### config.mk
export PLATFORM = sky130hd
export DESIGN_NAME = divider
export DESIGN_NICKNAME = d
export VERILOG_FILES = /design/src/rtl/divider.sv
export SDC_FILE = /design/constraint.sdc
export NUM_CORES = 1
export LEC_CHECK = 0
export BUFFER_PORTS_ARGS = -buffer_cell sky130_fd_sc_hd__buf_2
export CAP_MARGIN = 10
export CORE_ASPECT_RATIO = 1.75
export CORE_MARGIN = 5
export CORE_UTILIZATION = 50
export CTS_CLUSTER_SIZE = 28
export DETAILED_ROUTE_END_ITERATION = 16
export PLACE_DENSITY = 0.72
export SLEW_MARGIN = 25
export SYNTH_ARGS = -nofsm -noshare
export SYNTH_HDL_FRONTEND = slang
export SYNTH_SLANG_ARGS = --single-unit
export TNS_END_PERCENT = 1
### constraint.sdc
create_clock -name clk -period 3.9 [get_ports clk]
set_input_delay 0.78 -clock clk [delete_from_list [all_inputs] [get_ports clk]]
set_output_delay 0.78 -clock clk [all_outputs]
set_load 0.05 [all_outputs]
### src/rtl/divider.sv
// Iterative restoring shift-subtract divider for DIV/DIVU: quotient to lo, remainder to hi.
// Accept, then RUN (sign-prep slot plus one quotient bit per cycle), then FIX, then DONE.
module divider #(
  parameter int unsigned WIDTH = 32
) (
  input  logic             clk,
  input  logic             rst,
  input  logic [WIDTH-1:0] SrcAE,
  input  logic [WIDTH-1:0] SrcBE,
  input  logic             DivE,
  input  logic             SignedE,
  output logic [WIDTH-1:0] hi,
  output logic [WIDTH-1:0] lo,
  output logic             completed,
  output logic             busy
);

  localparam int unsigned CW = $clog2(WIDTH + 1);

  typedef enum logic [1:0] {IDLE, RUN, FIX, DONE} state_t;

  state_t           state_q, state_d;
  logic [WIDTH-1:0] q_q, q_d;
  logic [WIDTH-1:0] d_q, d_d;
  logic [WIDTH-1:0] r_q, r_d;
  logic [CW-1:0]    count_q, count_d;
  logic             qneg_q, qneg_d;
  logic             rneg_q, rneg_d;
  logic             bneg_q, bneg_d;
  logic [WIDTH-1:0] hi_q, hi_d;
  logic [WIDTH-1:0] lo_q, lo_d;
  logic             completed_q, completed_d;
  logic             busy_q, busy_d;
  logic [WIDTH:0]   diff;

  always_comb begin
    state_d     = state_q;
    q_d         = q_q;
    d_d         = d_q;
    r_d         = r_q;
    count_d     = count_q;
    qneg_d      = qneg_q;
    rneg_d      = rneg_q;
    bneg_d      = bneg_q;
    hi_d        = hi_q;
    lo_d        = lo_q;
    completed_d = completed_q;
    busy_d      = busy_q;
    diff        = {r_q, q_q[WIDTH-1]} - {1'b0, d_q};

    case (state_q)
      IDLE: begin
        if (DivE) begin
          q_d     = SrcAE;
          d_d     = SrcBE;
          qneg_d  = SignedE & (SrcAE[WIDTH-1] ^ SrcBE[WIDTH-1]);
          rneg_d  = SignedE & SrcAE[WIDTH-1];
          bneg_d  = SignedE & SrcBE[WIDTH-1];
          r_d     = '0;
          count_d = '0;
          busy_d  = 1'b1;
          state_d = RUN;
        end
      end
      RUN: begin
        // Slot 0 takes the absolute values, keeping the negators off the accept path;
        // slots 1..WIDTH each retire one quotient bit.
        if (count_q == '0) begin
          q_d = rneg_q ? -q_q : q_q;
          d_d = bneg_q ? -d_q : d_q;
        end else if (!diff[WIDTH]) begin
          r_d = diff[WIDTH-1:0];
          q_d = {q_q[WIDTH-2:0], 1'b1};
        end else begin
          r_d = {r_q[WIDTH-2:0], q_q[WIDTH-1]};
          q_d = {q_q[WIDTH-2:0], 1'b0};
        end
        count_d = count_q + CW'(1);
        if (count_q == CW'(WIDTH)) begin
          state_d = FIX;
        end
      end
      FIX: begin
        lo_d        = qneg_q ? -q_q : q_q;
        hi_d        = rneg_q ? -r_q : r_q;
        completed_d = 1'b1;
        state_d     = DONE;
      end
      DONE: begin
        completed_d = 1'b0;
        busy_d      = 1'b0;
        state_d     = IDLE;
      end
      default: state_d = IDLE;
    endcase
  end

  always_ff @(posedge clk) begin
    if (rst) begin
      state_q     <= IDLE;
      q_q         <= '0;
      d_q         <= '0;
      r_q         <= '0;
      count_q     <= '0;
      qneg_q      <= 1'b0;
      rneg_q      <= 1'b0;
      bneg_q      <= 1'b0;
      hi_q        <= '0;
      lo_q        <= '0;
      completed_q <= 1'b0;
      busy_q      <= 1'b0;
    end else begin
      state_q     <= state_d;
      q_q         <= q_d;
      d_q         <= d_d;
      r_q         <= r_d;
      count_q     <= count_d;
      qneg_q      <= qneg_d;
      rneg_q      <= rneg_d;
      bneg_q      <= bneg_d;
      hi_q        <= hi_d;
      lo_q        <= lo_d;
      completed_q <= completed_d;
      busy_q      <= busy_d;
    end
  end

  assign hi        = hi_q;
  assign lo        = lo_q;
  assign completed = completed_q;
  assign busy      = busy_q;

endmodule
### Word level (Yosys, flattened, before mapping)

Cells that the tools add are included.

| storage, ports and cells | value |
|---|---|
| input port bits | 68 |
| register bits | 173 |

| cells by class | value |
|---|---|
| reduce and logical (&&, ||, !) cells | 12 |
| bitwise operators | 4 |
| equal/unequal tests | 10 |
| multiplexer cells | 23 |
| $add $sub $neg | 5 |

Operator list:

| kind | count |
|---|---|
| 2-to-1 mux 32 bit | 11 |
| one-hot mux 32 bit (2 select lines) | 3 |
| negator 32 bit | 3 |
| subtractor 33 x 32 -> 33 bit | 1 |
| one-hot mux 6 bit (2 select lines) | 1 |
| inequality test 2 bit, second input constant | 5 |
| one-hot mux 2 bit (4 select lines) | 1 |
| AND reduction 2 bit | 4 |
| adder 6 x 1 -> 6 bit, second input constant | 1 |
| equality test 6 bit, second input constant | 1 |
| zero test 6 bit | 1 |
| 2-to-1 mux 6 bit | 1 |
| AND reduction 3 bit | 2 |
| nonzero test 2 bit | 3 |
| equality test 2 bit, second input constant | 2 |
| 2-to-1 mux 2 bit | 2 |
| one-hot mux 1 bit (2 select lines) | 2 |
| AND reduction 4 bit | 1 |
| bitwise AND 1 bit | 3 |
| inequality test 3 bit, second input constant | 1 |
| equality test 2 x 1 -> 1 bit, second input constant | 1 |
| zero test 2 bit | 1 |
| 2-to-1 mux 1 bit | 2 |
| bitwise XOR 1 bit | 1 |

### Logic depth before layout (Yosys ltp)

| logic depth | value |
|---|---|
| depth after elaboration | 4 |
| mapped depth | 13 |
| gate-level depth less buffers | 12 |

### Worst setup path after synthesis

OpenSTA, ideal clock, no wires.

| path | value |
|---|---|
| kind | flip-flop to flip-flop |
| start | register d_q[10] |
| end | register r_q[21] |
| slack | 0.872 ns |
| required time | 3.771 ns |
| stages on the path, launching flop included | 13 |
| clock period less this slack | 3.028 ns |
| data arrival time | 2.899 ns |
| path buffers | 2 |
| cells stage by stage | dfxtp_1 > inv_1 > ha_1 > clkbuf_1 > a21o_1 > a31oi_1 > nand4_1 > a311oi_1 > o31a_1 > xnor2_1 > buf_2 > mux2i_1 > o21ai_0 |

| on the way | value |
|---|---|
| longest elaborated chain between the ends | 4 |

RTL lines:

| item | RTL line | source |
|---|---|---|
| start: declaration | 24 | `logic [WIDTH-1:0] d_q, d_d;` |
| start signal: assignment | 102 | `d_q <= '0;` |
| start signal: assignment | 115 | `d_q <= d_d;` |
| subtractor 33 x 32 -> 33 bit | 49 | `diff = {r_q, q_q[WIDTH-1]} - {1'b0, d_q};` |
| 2-to-1 mux 32 bit | 71 | `end else if (!diff[WIDTH]) begin` |
| 2-to-1 mux 32 bit | 68 | `if (count_q == '0) begin` |
| one-hot mux 32 bit (2 select lines) | 51 | `case (state_q)` |
| end signal: assignment | 116 | `r_q <= r_d;` |
| end: declaration | 25 | `logic [WIDTH-1:0] r_q, r_d;` |

Every way passes these cells. The select of a mux whose other input is x is not followed.
A chain may end at the register's enable or synchronous reset.

### Worst setup path after layout

| path | value |
|---|---|
| start | register d_q[10] |
| end | register r_q[5] |

Same word-level chain as after synthesis.

==> results.sh <==
export IMPL_status="finished, final reports clean"
export IMPL_ys_flop_type="dfxtp_1"
export IMPL_setup_tns_ns=0
export IMPL_fin_nets=1648
export IMPL_fin_area_mm2=0.0126
export IMPL_clk_latency_ns=0.45
export IMPL_grt_start_max_net_pins=89
export IMPL_ctsHoldBuffers=0
export IMPL_syn_avg_cell_area_um2=7.57
export IMPL_area_delta_synth_final_pct=13.9
export IMPL_synth_top_area_cell="dfxtp_1"
export IMPL_num_vias=11000
export IMPL_wire_per_inst_um=18.2
export IMPL_start_kind="flop"
export IMPL_core_area_mm2=0.0220
export IMPL_globalRouteOverflowTotal=0
export IMPL_drc=0
export IMPL_initial_core_util_pct=50.4
export IMPL_htreeDepth=4
export IMPL_setup_viol=0
export IMPL_clk_pin_slew_ns=0.07
export IMPL_die_h_um=207
export IMPL_regArea_mm2=0.00346
export IMPL_placed_area_mm2=0.0120
export IMPL_dieArea_mm2=0.0254
export IMPL_ys_top_cells_by_area="dfxtp_1 31%, nor2_1 6.2%, nand2_1 5.2%"
export IMPL_yosys_top_cells_count="182 x nor2_1, 173 x dfxtp_1, 153 x nand2_1"
export IMPL_crit_required_ns=4.21
export IMPL_peakVddDrop_uv=503
export IMPL_pwr_share_clk_pct=17.7
export IMPL_ant_nets=0
export IMPL_post_route_min_period_ns=3.35
export IMPL_tightestPinTransition_ns=0.936
export IMPL_grt_pass1_wl_mm=53.6
export IMPL_synth_edff_count=0
export IMPL_n_antenna_cell=0
export IMPL_cts_tree="yes"
export IMPL_fp_row_count=72
export IMPL_slew_viol_final=0
export IMPL_dp_final_hpwl_mm=24.5
export IMPL_yosysWarnings=0
export IMPL_port_buffers=133
export IMPL_drt_iter0_markers=877
export IMPL_place_gp_congestion=0.943
export IMPL_postCtsSetupRepairBufs=0
export IMPL_cts_path_max_buffers=2
export IMPL_grt_use_total_pct=26.3
export IMPL_rsz0062_at_grt="false"
export IMPL_period_share_pct=85.8
export IMPL_p_per_area_mw_per_mm2=844
export IMPL_fill_cells=2147
export IMPL_wl_mm=33.6
export IMPL_root_buffer="clkbuf_16"
export IMPL_ctsResizeCount=0
export IMPL_crit_type="reg -> reg"
export IMPL_yosysSeqAreaShare_pct=31.2
export IMPL_switching_share_pct=49.3
export IMPL_dr_pass1_iters=7
export IMPL_die_w_um=123
export IMPL_multi_input_comb_area_mm2=0.00705
export IMPL_clock_sinks=173
export IMPL_p_switching_w=0.00525
export IMPL_synth_cell_area_mm2=0.0111
export IMPL_syn_nets=1574
export IMPL_synth_cells=1464
export IMPL_hold_class="reg -> reg"
export IMPL_path_max_fanout=19
export IMPL_cp_arrival_ns=3.66
export IMPL_drv_cap=0
export IMPL_ys_ff_latch=173
export IMPL_hold_viol_final=0
export IMPL_vias_per_cell=5.96
export IMPL_timing_slew_headroom_pct=37.6
export IMPL_synth_top_cell_area_share_pct=31.2
export IMPL_antenna_found_initial=2
export IMPL_grt_pass1_vias=10600
export IMPL_cts_made_buffers=17
export IMPL_power_frac_seq_pct=26.4
export IMPL_fmax_mhz=299
export IMPL_crit_path_end_kind="flop"
export IMPL_io_pins=134
export IMPL_p_leak_nw=4.98
export IMPL_drive_above_1_share_pct=14.7
export IMPL_fin_total_pwr_w=0.0107
export IMPL_skew_ns=0.00964
export IMPL_yosysMostFrequentCell="nor2_1"
export IMPL_p_int_w=0.00540
export IMPL_ys_types=74
export IMPL_async_reset_ff_share_pct=0
export IMPL_power_frac_comb_pct=55.8
-- path summary, 6_finish.rpt --
| path | from | to | slack [ns] | depth (start not counted) |
|---|---|---|---|---|
| hold reg to reg | bneg_q$_SDFFE_PP0P_ | bneg_q$_SDFFE_PP0P_ | 0.48 | 2 |
| setup / recovery | d_q[10]$_SDFFE_PP0P_ | r_q[5]$_SDFFE_PP0P_ | 0.55 | 12 |
| hold / removal | bneg_q$_SDFFE_PP0P_ | bneg_q$_SDFFE_PP0P_ | 0.48 | 2 |
| setup reg to reg | d_q[10]$_SDFFE_PP0P_ | r_q[5]$_SDFFE_PP0P_ | 0.55 | 12 |
-- critical path, stage by stage (launching register included) --
cell and delay (ns):
dfxtp_1 0.39, inv_1 0.11, ha_1 0.40, a21o_1 0.25
a31oi_1 0.20, nand4_1 0.17, a311oi_1 0.58, o31a_1 0.30
xnor2_2 0.17, buf_4 0.32, nor2b_1 0.08, a31oi_1 0.14
o21ai_0 0.09
-- kinds of logic (layout without fill, tap and decap cells) --
| family | count (synthesis) | after routing | synth area share [%] |
|---|---|---|---|
| simple gates | 534 | 534 | 22.9 |
| compound gates | 428 | 428 | 24.8 |
| flops | 173 | 173 | 31.2 |
| buf+inv | 158 | 245 | 5.74 |
| xor+xnor | 100 | 100 | 7.90 |
| fa+ha+maj | 42 | 42 | 4.81 |
| mux | 29 | 29 | 2.62 |
-- cells in the final DEF (no fill, tap or decap), types with 35 or more instances in the layout --
cell type	n
a211oi_1	69
a21oi_1	106
buf_2	132
buf_4	35
dfxtp_1	172
ha_1	39
inv_1	45
nand2_1	153
nor2_1	181
nor3_1	43
o21ai_0	94
xnor2_1	36
xor2_1	63
-- power by group through the flow --
stage | clock network [W] | logic (W) | registers (W)
floorplan | 0 | 0.00397 | 0.00335
global placement | 0 | 0.00585 | 0.00282
detailed placement | 0 | 0.00591 | 0.00283
CTS | 0.00191 | 0.00593 | 0.00280
global route | 0.00198 | 0.00654 | 0.00288
finish | 0.00189 | 0.00595 | 0.00281
-- area by class of cell --
type | instances | share of cell area [%]
Clock buffer | 18 | 3.48
Clock inverter | 14 | 1.66
Inverter | 46 | 1.37
Multi-Input combinational cell | 1133 | 55.8
Sequential cell | 173 | 27.4
Tap cell | 296 | 2.93
Timing Repair Buffer | 167 | 7.31
-- flip-flops by register name (all words and copies together), names as in the netlist --
name	flops
hi	32
r_q	32
q_q	32
rneg_q	1
bneg_q	1
qneg_q	1
busy	1
count_q	6
completed	1
lo	32
state_q	2
d_q	32
-- per-stage QoR --
step | std cells | utilization (%) | setup WS, ns | hold slack [ns]
after floorplan | 1464 | - | 0.872 | 0.432
after global placement | 1815 | 54.5 | 0.636 | 0.456
after detailed placement | 1815 | 54.5 | 0.580 | 0.459
after CTS | 1847 | 57.4 | 0.567 | 0.469
after global routing | 1847 | 57.4 | 0.277 | 0.488
final | 1847 | 57.4 | 0.552 | 0.477
-- metal layers --
layer / vias to the layer above / global-route usage (%) / part of all wire (%)
met2: 328 / 47.5 / 53
li1: 5389 / - / -
met4: 4 / 15.6 / 6.1
met1: 5169 / 27.8 / 37
met3: 114 / 4.37 / 4.3
met5: - / 0 / 0.042
Note: power is estimated with default switching activity, not from simulation.
